**src/rtl/seg7_pkg.sv**
```systemverilog
// Shared constants for the seven-segment scan controller: register map,
// control bit positions and the active-low hex glyph table.
package seg7_pkg;

  localparam logic [1:0] ADDR_D10   = 2'd0;
  localparam logic [1:0] ADDR_D32   = 2'd1;
  localparam logic [1:0] ADDR_BLKDP = 2'd2;
  localparam logic [1:0] ADDR_CTRL  = 2'd3;

  localparam int CTRL_EN_BIT = 0;
  localparam int CTRL_LZ_BIT = 1;

  localparam logic [6:0] SEG_BLANK = 7'h7F;

  // Active-low segment patterns, bit0=a .. bit6=g, indexed by nibble value
  localparam logic [6:0] HEX_GLYPH [16] = '{
    7'h40, 7'h79, 7'h24, 7'h30, 7'h19, 7'h12, 7'h02, 7'h78,
    7'h00, 7'h10, 7'h08, 7'h03, 7'h46, 7'h21, 7'h06, 7'h0E
  };

endpackage

```
**src/rtl/seg7_scan_ctrl_hex_decode.sv**
```systemverilog
// Combinational nibble to active-low seven-segment glyph lookup.
module seg7_hex_decode
  import seg7_pkg::*;
(
  input  logic [3:0] i_nibble,
  output logic [6:0] o_glyph
);

  assign o_glyph = HEX_GLYPH[i_nibble];

endmodule

```
**src/rtl/seg7_scan_ctrl.sv**
```systemverilog
// Four-digit seven-segment scan controller with memory-mapped digit,
// blank/dp and control registers. Each digit slot begins with a short
// all-anodes-off window to stop ghosting between digits. All pin outputs
// come straight from flops.
module seg7_scan_ctrl
  import seg7_pkg::*;
#(
  parameter int CLK_DIV      = 25000,
  parameter int BLANK_CYCLES = 16
) (
  input  logic       clk,
  input  logic       reset,
  input  logic       io_we,
  input  logic [1:0] io_addr,
  input  logic [7:0] io_wdata,
  output logic [7:0] io_rdata,
  output logic [6:0] segments,
  output logic       decimal_point,
  output logic [3:0] anode
);

  localparam int            PW        = $clog2(CLK_DIV);
  localparam logic [PW-1:0] PRESC_TC  = PW'(CLK_DIV - 1);
  localparam logic [PW-1:0] BLANK_END = PW'(BLANK_CYCLES);

  logic [15:0]   r_digits;
  logic [3:0]    r_blank;
  logic [3:0]    r_dp;
  logic          r_enable;
  logic          r_lz;
  logic [PW-1:0] r_presc;
  logic [1:0]    r_idx;
  logic [7:0]    r_rdata;
  logic [6:0]    r_seg;
  logic          r_dp_n;
  logic [3:0]    r_anode;

  logic [7:0]    w_rdata;
  logic [3:0]    w_sup;
  logic [3:0]    w_cur_digit;
  logic [6:0]    w_glyph;
  logic          w_cur_dark;

  // Register file writes
  always_ff @(posedge clk) begin
    if (reset) begin
      r_digits <= '0;
      r_blank  <= '0;
      r_dp     <= '0;
      r_enable <= 1'b1;
      r_lz     <= 1'b0;
    end else if (io_we) begin
      case (io_addr)
        ADDR_D10:   r_digits[7:0]  <= io_wdata;
        ADDR_D32:   r_digits[15:8] <= io_wdata;
        ADDR_BLKDP: begin
          r_blank <= io_wdata[7:4];
          r_dp    <= io_wdata[3:0];
        end
        ADDR_CTRL: begin
          r_enable <= io_wdata[CTRL_EN_BIT];
          r_lz     <= io_wdata[CTRL_LZ_BIT];
        end
      endcase
    end
  end

  // Readback mux (pre-write values, since the flops update on the same edge)
  always_comb begin
    w_rdata = '0;
    case (io_addr)
      ADDR_D10:   w_rdata = r_digits[7:0];
      ADDR_D32:   w_rdata = r_digits[15:8];
      ADDR_BLKDP: w_rdata = {r_blank, r_dp};
      ADDR_CTRL: begin
        w_rdata[CTRL_EN_BIT] = r_enable;
        w_rdata[CTRL_LZ_BIT] = r_lz;
      end
    endcase
  end

  // Registered read data, one cycle behind io_addr
  always_ff @(posedge clk) begin
    if (reset) r_rdata <= '0;
    else       r_rdata <= w_rdata;
  end

  // Slot prescaler and digit index; parked at zero while disabled
  always_ff @(posedge clk) begin
    if (reset || !r_enable) begin
      r_presc <= '0;
      r_idx   <= '0;
    end else if (r_presc == PRESC_TC) begin
      r_presc <= '0;
      r_idx   <= r_idx + 2'd1;
    end else begin
      r_presc <= r_presc + 1'b1;
    end
  end

  // Leading-zero chain: a digit goes dark only if it and all higher digits are 0
  always_comb begin
    w_sup    = '0;
    w_sup[3] = r_lz && (r_digits[15:12] == 4'd0);
    w_sup[2] = w_sup[3] && (r_digits[11:8] == 4'd0);
    w_sup[1] = w_sup[2] && (r_digits[7:4] == 4'd0);
  end

  assign w_cur_digit = r_digits[{r_idx, 2'b00} +: 4];
  assign w_cur_dark  = r_blank[r_idx] | w_sup[r_idx];

  seg7_hex_decode u_hex_decode (
    .i_nibble (w_cur_digit),
    .o_glyph  (w_glyph)
  );

  // Pin output registers
  always_ff @(posedge clk) begin
    if (reset || !r_enable || (r_presc < BLANK_END)) begin
      r_anode <= 4'hF;
      r_seg   <= SEG_BLANK;
      r_dp_n  <= 1'b1;
    end else begin
      r_anode <= ~(4'b0001 << r_idx);
      r_seg   <= w_cur_dark ? SEG_BLANK : w_glyph;
      r_dp_n  <= ~r_dp[r_idx];
    end
  end

  assign io_rdata      = r_rdata;
  assign segments      = r_seg;
  assign decimal_point = r_dp_n;
  assign anode         = r_anode;

endmodule

```
**config.mk**
```make
export PLATFORM = sky130hd
export DESIGN_NAME = seg7_scan_ctrl
export DESIGN_NICKNAME = d
export VERILOG_FILES = /design/src/rtl/seg7_pkg.sv /design/src/rtl/seg7_scan_ctrl_hex_decode.sv /design/src/rtl/seg7_scan_ctrl.sv
export SDC_FILE = /design/constraint.sdc
export NUM_CORES = 1
export LEC_CHECK = 0
export CORE_MARGIN = 4
export CORE_UTILIZATION = 28
export CTS_CLUSTER_SIZE = 10
export DETAILED_ROUTE_END_ITERATION = 16
export PLACE_DENSITY = 0.47
export REMOVE_ABC_BUFFERS = 1
export SLEW_MARGIN = 20
export SYNTH_ARGS = -nofsm -noshare
export SYNTH_HDL_FRONTEND = slang
export SYNTH_HIERARCHICAL = 1
export SYNTH_SLANG_ARGS = --single-unit
```
**constraint.sdc**
```tcl
create_clock -name clk -period 4.68 [get_ports clk]
set_clock_uncertainty 0.2 [all_clocks]
set_input_delay 0.936 -clock clk [delete_from_list [all_inputs] [get_ports clk]]
set_output_delay 0.936 -clock clk [all_outputs]
set_load 0.05 [all_outputs]
```
Yosys cells after proc, flatten, opt, wreduce, memory -nomap -nowiden
Memory sizes are Yosys's and may differ from the RTL's. A register that Yosys moved wholly into a read port is not among the register bits.
Index checks and enable logic that the tools add are counted.
- flip-flop bits (word level): 56
- memory bits (read-only): 112
- bits of input ports: 13
- word-level logic and storage cells: 50
- memories: 1
- memory list (memory ; words ; bits a word ; rd ports ; clocked after memory_dff ; wr ports ; line ; text):
    (name not given) ; 16 ; 7 ; 1 ; 1 ; 0 ; seg7_scan_ctrl_hex_decode.sv:9 ; assign o_glyph = HEX_GLYPH[i_nibble];
- $add $sub $neg: 2
- $lt $le $gt $ge: 2
- equal/unequal tests: 4
- shift-type cells: 2
- mux-type cells: 8
- bitwise logic cells: 4
- reductions and logical operators: 16
- operator list (operator ; count):
    $pmux W6 S3 ; 1
    $shiftx A16 B5 Y4 ; 1
    $add A15 B1 Y15 const B ; 1
    $eq A15 B15 Y1 const B ; 1
    $lt A15 B5 Y1 const B ; 1
    $logic_not A4 Y1 ; 3
    $pmux W2 S4 ; 1
    $reduce_and A2 Y1 ; 4
    $bmux W1 S2 ; 3
    $not A4 Y5 ; 1
    $eq A2 B2 Y1 const B ; 2
    $not A4 Y4 ; 1
    $reduce_or A2 Y1 ; 2
    $shl A1 B2 Y4 const A ; 1
    $logic_and A1 B1 Y1 ; 3
    $lt A2 B3 Y1 const B ; 1
    $mux W1 ; 3
    $add A2 B1 Y2 const B ; 1
    $eq A2 B1 Y1 const B ; 1
    $logic_not A2 Y1 ; 1
    $logic_or A1 B1 Y1 ; 2
    $logic_not A1 Y1 ; 1
    $not A1 Y1 ; 1
    $or A1 B1 Y1 ; 1

Longest topological paths before layout
Gate-level depths: netlist of the first run.
- depth after elaboration: 8
- gate-level depth with buffers: 9
- gate-level depth less buffers: 8

By module
The synthesis of the first run kept the hierarchy.
- modules (own cells, without submodules) (module ; instances ; cells each ; area each (sq um)):
    seg7_scan_ctrl ; 1 ; 276 ; 2658.8
    seg7_hex_decode ; 1 ; 33 ; 269.0

Worst setup path after synthesis of the first run
OpenSTA, ideal clock, no wires.
- path type: flip-flop to flip-flop
- start point: register r_idx[0]
- end point: register r_seg[3], in the netlist segments[3]
- setup time: 144 ps
- data arrival time: 2063 ps
- path slack: 2274 ps
- cell stages (with the launch flop): 9
- path buffers: 1
- clock period less this slack: 2406 ps
- cell sequence: dfxtp_1 > buf_2 > mux4_2 > inv_1 > ha_1 > inv_1 > mux4_2 > nor2_1 > nand3_1
- elaborated cells on any way between the ends: 8
- those cells by class: shift (1); mux (4); bitwise (2); reduce/logical (1)
- RTL lines (item ; line ; text):
    start, declared ; seg7_scan_ctrl.sv:32 ; logic [1:0] r_idx;
    start signal, assigned ; seg7_scan_ctrl.sv:95 ; r_idx <= r_idx + 2'd1;
    $shiftx A16 B5 Y4 ; seg7_scan_ctrl.sv:109 ; assign w_cur_digit = r_digits[{r_idx, 2'b00} +: 4];
    net w_cur_digit[0] ; seg7_scan_ctrl.sv:40 ; logic [3:0] w_cur_digit;
    $not A4 Y5 (not written as such) ; seg7_scan_ctrl_hex_decode.sv:9 ;
    end, declared ; seg7_scan_ctrl.sv:34 ; logic [6:0] r_seg;
The timed path passes the listed nets, and every way through them passes these cells. The select of a mux whose other input is x is not followed.
A chain may end at the register's enable or synchronous reset.

Final worst setup path of the first run
- start point: input io_addr[1]
- end point: register r_digits[4]
- word-level cells in the longest chain between the ends: 2
- RTL lines (item ; line ; text):
    start, declared ; seg7_scan_ctrl.sv:14 ; input logic [1:0] io_addr,
    $logic_not A2 Y1 ; seg7_scan_ctrl.sv:53 ; case (io_addr)
    $reduce_and A2 Y1 (no source line) ; n/a ;
    end signal, assigned ; seg7_scan_ctrl.sv:54 ; ADDR_D10: r_digits[7:0] <= io_wdata;
    end, declared ; seg7_scan_ctrl.sv:26 ; logic [15:0] r_digits;
No other way between the ends.

==> flow_metrics.tcl, run 1 <==
set metrics [dict create \
    grt_overflow_total 0 \
    synth.cell_area_mm2 0.00293 \
    path_cells "clkdlybuf4s50_1, nor3b_1, buf_4, mux2i_1, nor2_1" \
    firstDrtPassIters 4 \
    ff2ff_setup_slack_ns 1.98 \
    min_period_over_period_pct 59.5 \
    synth_area_per_cell_um2 9.48 \
    cts_hold_buf 0 \
    timing.final.crit_period_ns 2.78 \
    n_antenna_cell 0 \
    slew_headroom_pct 49.3 \
    finalSetupViolations 0 \
    crit_family "buffers and inverters" \
    grtUsageTotal_pct 12.0 \
    ys_seq_area_share_pct 43.1 \
    r2r.worst_path.cells 7 \
    place_area_mm2 0.00334 \
    multi_input_area_mm2 0.00155 \
    holdPathEnd "r_presc[0]" \
    cts_sinks 63 \
    holdPathStages 1 \
    wire_per_inst_um 13.8 \
    max_freq_mhz 359 \
    grt_max_degree 36 \
    p_leak_nw 1.33 \
    cap_violations 0 \
    synth_edf_count 0 \
    layout_setup_ws_ns 1.90 \
    layout.nets 362 \
    cts_resized 0 \
    rows 37 \
    drcViolationCount 0 \
    cts_buffer_depth 2 \
    grt_antenna_before_repair 0 \
    io_pins 33 \
    synth_top_area_cell "dfxtp_1" \
    tightestPinTransition_ns 0.757 \
    synth_top_flop_cell "dfxtp_1" \
    dieHeight_um 110 \
    rsz0062_at_grt "false" \
    slew_violations 0 \
    irDropWorstVdd_mv 0.151 \
    vias 2223 \
    hold_path_class "reg2reg" \
    ys_seq_elements 63 \
    fin_setup_tns_ns 0 \
    drive_gt1_share_pct 9.36 \
    synth_warnings 6 \
    port_buffers 32 \
    yosysTopAreaCellShare_pct 43.1 \
    critPathKind "in2reg" \
    synth_top_cells_by_area "dfxtp_1 43%, mux2i_1 11%, nor2_1 7.7%" \
    start_util_pct 28.6 \
    routabilityCongestion 0.752 \
    clkSlewWorstSetupHoldPaths_ns 0.08 \
    reg2reg_to "segments[3]" \
    power.density_mw_per_mm2 342 \
    core-area_mm2 0.0102 \
    hold_viol 0 \
    cp_num_buf_inv 2 \
    final_cell_area_mm2 0.00359 \
    crit_slowest_cell "clkdlybuf4s50_1" \
    end_kind "flip-flop" \
    path_max_fanout 12 \
    postSynth.asyncResetShare_pct 0 \
    min_from "r_presc[0]" \
    regToRegStartpoint "r_idx[0]" \
    fin_util_pct 35.1 \
    grt_pass1_wl_mm 11.2 \
    postSynthCellCount 309 \
    vias_per_cell 4.65 \
    grt_pass1_vias 2128 \
    drt-total-wl_mm 6.59 \
    drt_iter0_drc 147 \
    seq_area_mm2 0.00126 \
    cts_root_buf "clkbuf_8" \
    dieArea_mm2 0.0122 \
    drtAntennaViolNets 0 \
    areaGrowthSynthToFinish_pct 22.5 \
    slowest_delay_ns 0.74 \
    clk_latency_ns 0.34 \
    post-dp-hpwl_mm 4.51 \
    start_kind "primary input" \
    fillers 1065 \
    htreeDepth 3 \
    numCtsBuffers 9 \
    ys_types 37 \
    cts_setup_buffers 0 \
    status "finished, final reports clean" \
    tritoncts "built" \
    post-place-ws_ns 1.54 \
    required_ns 4.70 \
    cp.arrival_ns 2.80 \
    die_w_um 110 \
]
-- state kept, by name (all words and copies together), names as in the netlist, 2 cells and up --
| signal | flops |
|---|---|
| r_digits | 16 |
| r_presc | 15 |
| io_rdata | 8 |
| segments | 7 |
| anode | 4 |
| r_blank | 4 |
| r_dp | 4 |
| r_idx | 2 |
-- per-stage QoR --
step	cells	hold slack [ns]	total power [mW]
6_report	478	0.258	1.23
5_1_grt	478	0.295	1.29
3_3_place_gp	462	0.234	0.658
2_1_floorplan	291	0.218	0.618
4_1_cts	478	0.267	1.25
3_5_place_dp	462	0.250	0.659
-- cell type report --
class	count	share of cell area (%)
clock buffers	9	3.45
inverters	6	0.628
flip-flops and latches	63	35.2
multi-input cells	222	43.1
well taps	136	4.74
repair buffers	35	9.56
clock inverters	7	3.38
-- cell usage in the layout (no fill, tap or decap), types with 2 or more instances in the layout --
cell type,instances
dfxtp_1,63
nor2_1,60
clkdlybuf4s50_1,32
mux2i_1,31
nand3_1,23
nand2_1,18
a21oi_1,18
ha_1,12
mux4_2,9
clkbuf_8,9
xnor2_1,7
inv_1,6
xor2_1,6
nand2b_1,4
nand4_1,4
nor2b_1,3
nor4_1,3
and3_1,3
nor3_1,3
clkinv_4,3
bufinv_16,3
buf_4,3
or4_1,2
o211ai_1,2
o21ai_1,2
-- synthesized netlist by cell type (6+ instances only) --
master	n
mux2i_1	31
inv_1	6
nor2_1	60
mux4_2	9
nand3_1	23
xnor2_1	7
xor2_1	6
nand2_1	18
ha_1	12
clkbuf_1	9
a21oi_1	18
dfxtp_1	63
-- power by group --
group	internal [mW]	switching (mW)
Clock	0.355	0.224
Sequential	0.548	0.00978
Combinational	0.0386	0.0502
Total	0.942	0.284
-- worst max path at each step --
| stage | startpoint | endpoint | depth (start not counted) |
|---|---|---|---|
| global placement | io_addr[1] | r_digits[3] | 5 |
| floorplan | io_addr[0] | r_digits[0] | 3 |
| CTS | io_addr[1] | r_dp[1] | 4 |
| global route | r_idx[0] | segments[3] | 7 |
| finish | io_addr[1] | r_digits[4] | 5 |
| detailed placement | io_addr[1] | r_dp[1] | 4 |
-- per-layer routing --
layer  part of all wire [%]  track usage (%)  vias to the layer above
li1                       -                -                     1123
met1                     50             16.9                     1037
met2                     43             17.6                       57
met3                    6.2             4.14                        6
met4                    1.3             3.17                        0
met5                      0                0                        -
-- logic make-up (layout without fill, tap and decap cells) --
group	count (synthesis)	in the layout	synth area share [%]
muxes	40	40	17.5
and+or+nand+nor	133	133	21.8
adders and majority gates	12	12	5.13
xor gates and xnor gates	13	13	3.89
DFF	63	63	43.1
buffers and inverters	24	57	4.15
AOI/OAI and AO/OA	24	24	4.44
Note: power is estimated with default switching activity, not from simulation.
==> run 2, diff against run 1 <==
--- a/config.mk
+++ b/config.mk
@@ -9,7 +9,7 @@
 export CORE_UTILIZATION = 28
 export CTS_CLUSTER_SIZE = 10
 export DETAILED_ROUTE_END_ITERATION = 16
-export PLACE_DENSITY = 0.47
+export PLACE_DENSITY = 0.48
 export REMOVE_ABC_BUFFERS = 1
 export SLEW_MARGIN = 20
 export SYNTH_ARGS = -nofsm -noshare
==> constraint.sdc (replaced) <==
create_clock -name clk -period 2.3 [get_ports clk]
set_clock_uncertainty 0.2 [all_clocks]
set_input_delay 0.46 -clock clk [delete_from_list [all_inputs] [get_ports clk]]
set_output_delay 0.46 -clock clk [all_outputs]
set_load 0.05 [all_outputs]
==> run 2 against run 1 <==
Worst setup slack got worse by 1.8 ns; wire length is 3.6% higher; die area is the same; core utilization rose by 2.1 points; first-iteration DRC count decreased by 6.1%; sequential power up 100%; cell count grew 5.4%; cell area is 5.9% higher; clock-buffer cell count is the same; critical path type is now reg2reg; critical endpoint is now segments[3].
==> flow_metrics.tcl, run 2 (synthesis results as in run 1) <==
set metrics [dict create \
    layout.nets 388 \
    grt_pass1_vias 2264 \
    cp.arrival_ns 2.20 \
    clk_latency_ns 0.34 \
    required_ns 2.30 \
    routabilityCongestion 0.766 \
    min_period_over_period_pct 95.6 \
    hold_viol 0 \
    cts_root_buf "clkbuf_8" \
    wire_per_inst_um 13.6 \
    die_w_um 110 \
    dp_cells 485 \
    status "finished, final reports clean" \
    htreeDepth 3 \
    slew_violations 0 \
    top_register "r_digits" \
    grt_antenna_before_repair 0 \
    fin_setup_tns_ns 0 \
    rsz0062_at_grt "true" \
    areaGrowthSynthToFinish_pct 29.8 \
    end_kind "flip-flop" \
    drive_gt1_share_pct 17.4 \
    vias 2312 \
    clkSlewWorstSetupHoldPaths_ns 0.07 \
    grt_pass1_wl_mm 11.7 \
    n_antenna_cell 0 \
    drt-total-wl_mm 6.83 \
    ff2ff_setup_slack_ns 0.10 \
    drcViolationCount 0 \
    io_pins 33 \
    largest_reg_flops 16 \
    tritoncts "built" \
    fillers 1040 \
    dieHeight_um 110 \
    path_cells "mux4_2, inv_2, ha_4, inv_2, mux4_2, nor2_1, nand3_1" \
    post-dp-hpwl_mm 4.96 \
    place_area_mm2 0.00351 \
    grt_overflow_total 0 \
    start_kind "flip-flop" \
    cts_buffer_depth 2 \
    dieArea_mm2 0.0122 \
    crit_family "multiplexers" \
    firstDrtPassIters 4 \
    port_buffers 32 \
    mostFrequentLayoutCells "61 x dfxtp_1, 60 x nor2_1, 32 x clkdlybuf4s50_1" \
    rows 37 \
    core-area_mm2 0.0102 \
    fin_util_pct 37.1 \
    cts_hold_buf 0 \
    numCtsBuffers 9 \
    slowest_delay_ns 0.59 \
    cts_sinks 63 \
    drtAntennaViolNets 0 \
    drt_iter0_drc 138 \
    p_leak_nw 1.47 \
    grt_max_degree 35 \
    crit_slowest_cell "mux4_2" \
    final_cell_area_mm2 0.00380 \
    power.density_mw_per_mm2 662 \
    grtUsageTotal_pct 12.5 \
    cap_violations 0 \
    timing.final.crit_period_ns 2.20 \
    tightestPinTransition_ns 0.682 \
    cp_num_buf_inv 2 \
    max_freq_mhz 455 \
    start_util_pct 28.6 \
    critPathKind "reg2reg" \
    irDropWorstVdd_mv 0.322 \
    instances_no_fill 504 \
    finalSetupViolations 0 \
    slew_headroom_pct 54.3 \
    p_total_mw 2.51 \
    vias_per_cell 4.59 \
    hold_path_class "reg2reg" \
    path_max_fanout 6 \
    layout_commonest_cell "dfxtp_1" \
]
## run 2: cell count changes in the layout (fill, tap and decap cells not counted), sizes merged
| cell | change |
|---|---|
| buf | +26 |
## run 2: report_power, final
| group | switching, mW | internal (mW) | leakage (nW) |
|---|---|---|---|
| clock network | 0.455 | 0.723 | 0.123 |
| registers | 0.0186 | 1.11 | 0.512 |
| logic | 0.108 | 0.0967 | 0.834 |
| total | 0.581 | 1.93 | 1.47 |
## run 2: worst reg2reg max path: stages (launching register included)
cell and delay (ns):
dfxtp_4 0.38, mux4_2 0.59, inv_2 0.12, ha_4 0.13
inv_2 0.03, mux4_2 0.44, nor2_1 0.09, nand3_1 0.08
## run 2: area by class of cell
cell class | instances | area (µm²) | area share, %
multi-input combinational | 222 | 1560 | 41.0
clock buffer | 9 | 124 | 3.26
tap | 136 | 170 | 4.48
sequential | 63 | 1270 | 33.3
clock inverter | 7 | 121 | 3.19
timing repair buffer | 61 | 538 | 14.2
inverter | 6 | 22.5 | 0.593
## run 2: metrics by stage
| stage | setup slack (ns) | hold WS (ns) |
|---|---|---|
| finish | 0.101 | 0.248 |
| floorplan | -0.150 | 0.218 |
| global route | -0.00298 | 0.271 |
| CTS | 0.0197 | 0.252 |
| detailed placement | -0.0313 | 0.237 |
| global placement | 0.0494 | 0.229 |
## run 2: worst paths after layout
check	from	endpoint	cells past startpoint
max reg2reg	r_idx[0]	segments[3]	7
min	r_presc[0]	r_presc[0]	1
min reg2reg	r_presc[0]	r_presc[0]	1
max	r_idx[0]	segments[3]	7
## run 2: metal layers
metal  wire [µm]  track usage [%]
met3         416             4.72
met5           0                0
met4          79             3.34
met1        3330             17.5
met2        3000             18.0
## run 2: timing repair
item	4_1_cts	5_1_grt
pin swaps	0	3
setup endpoints to repair	2	2
setup buffers	0	3
endpoints found under the hold margin	0	0
gates resized for setup	1	6
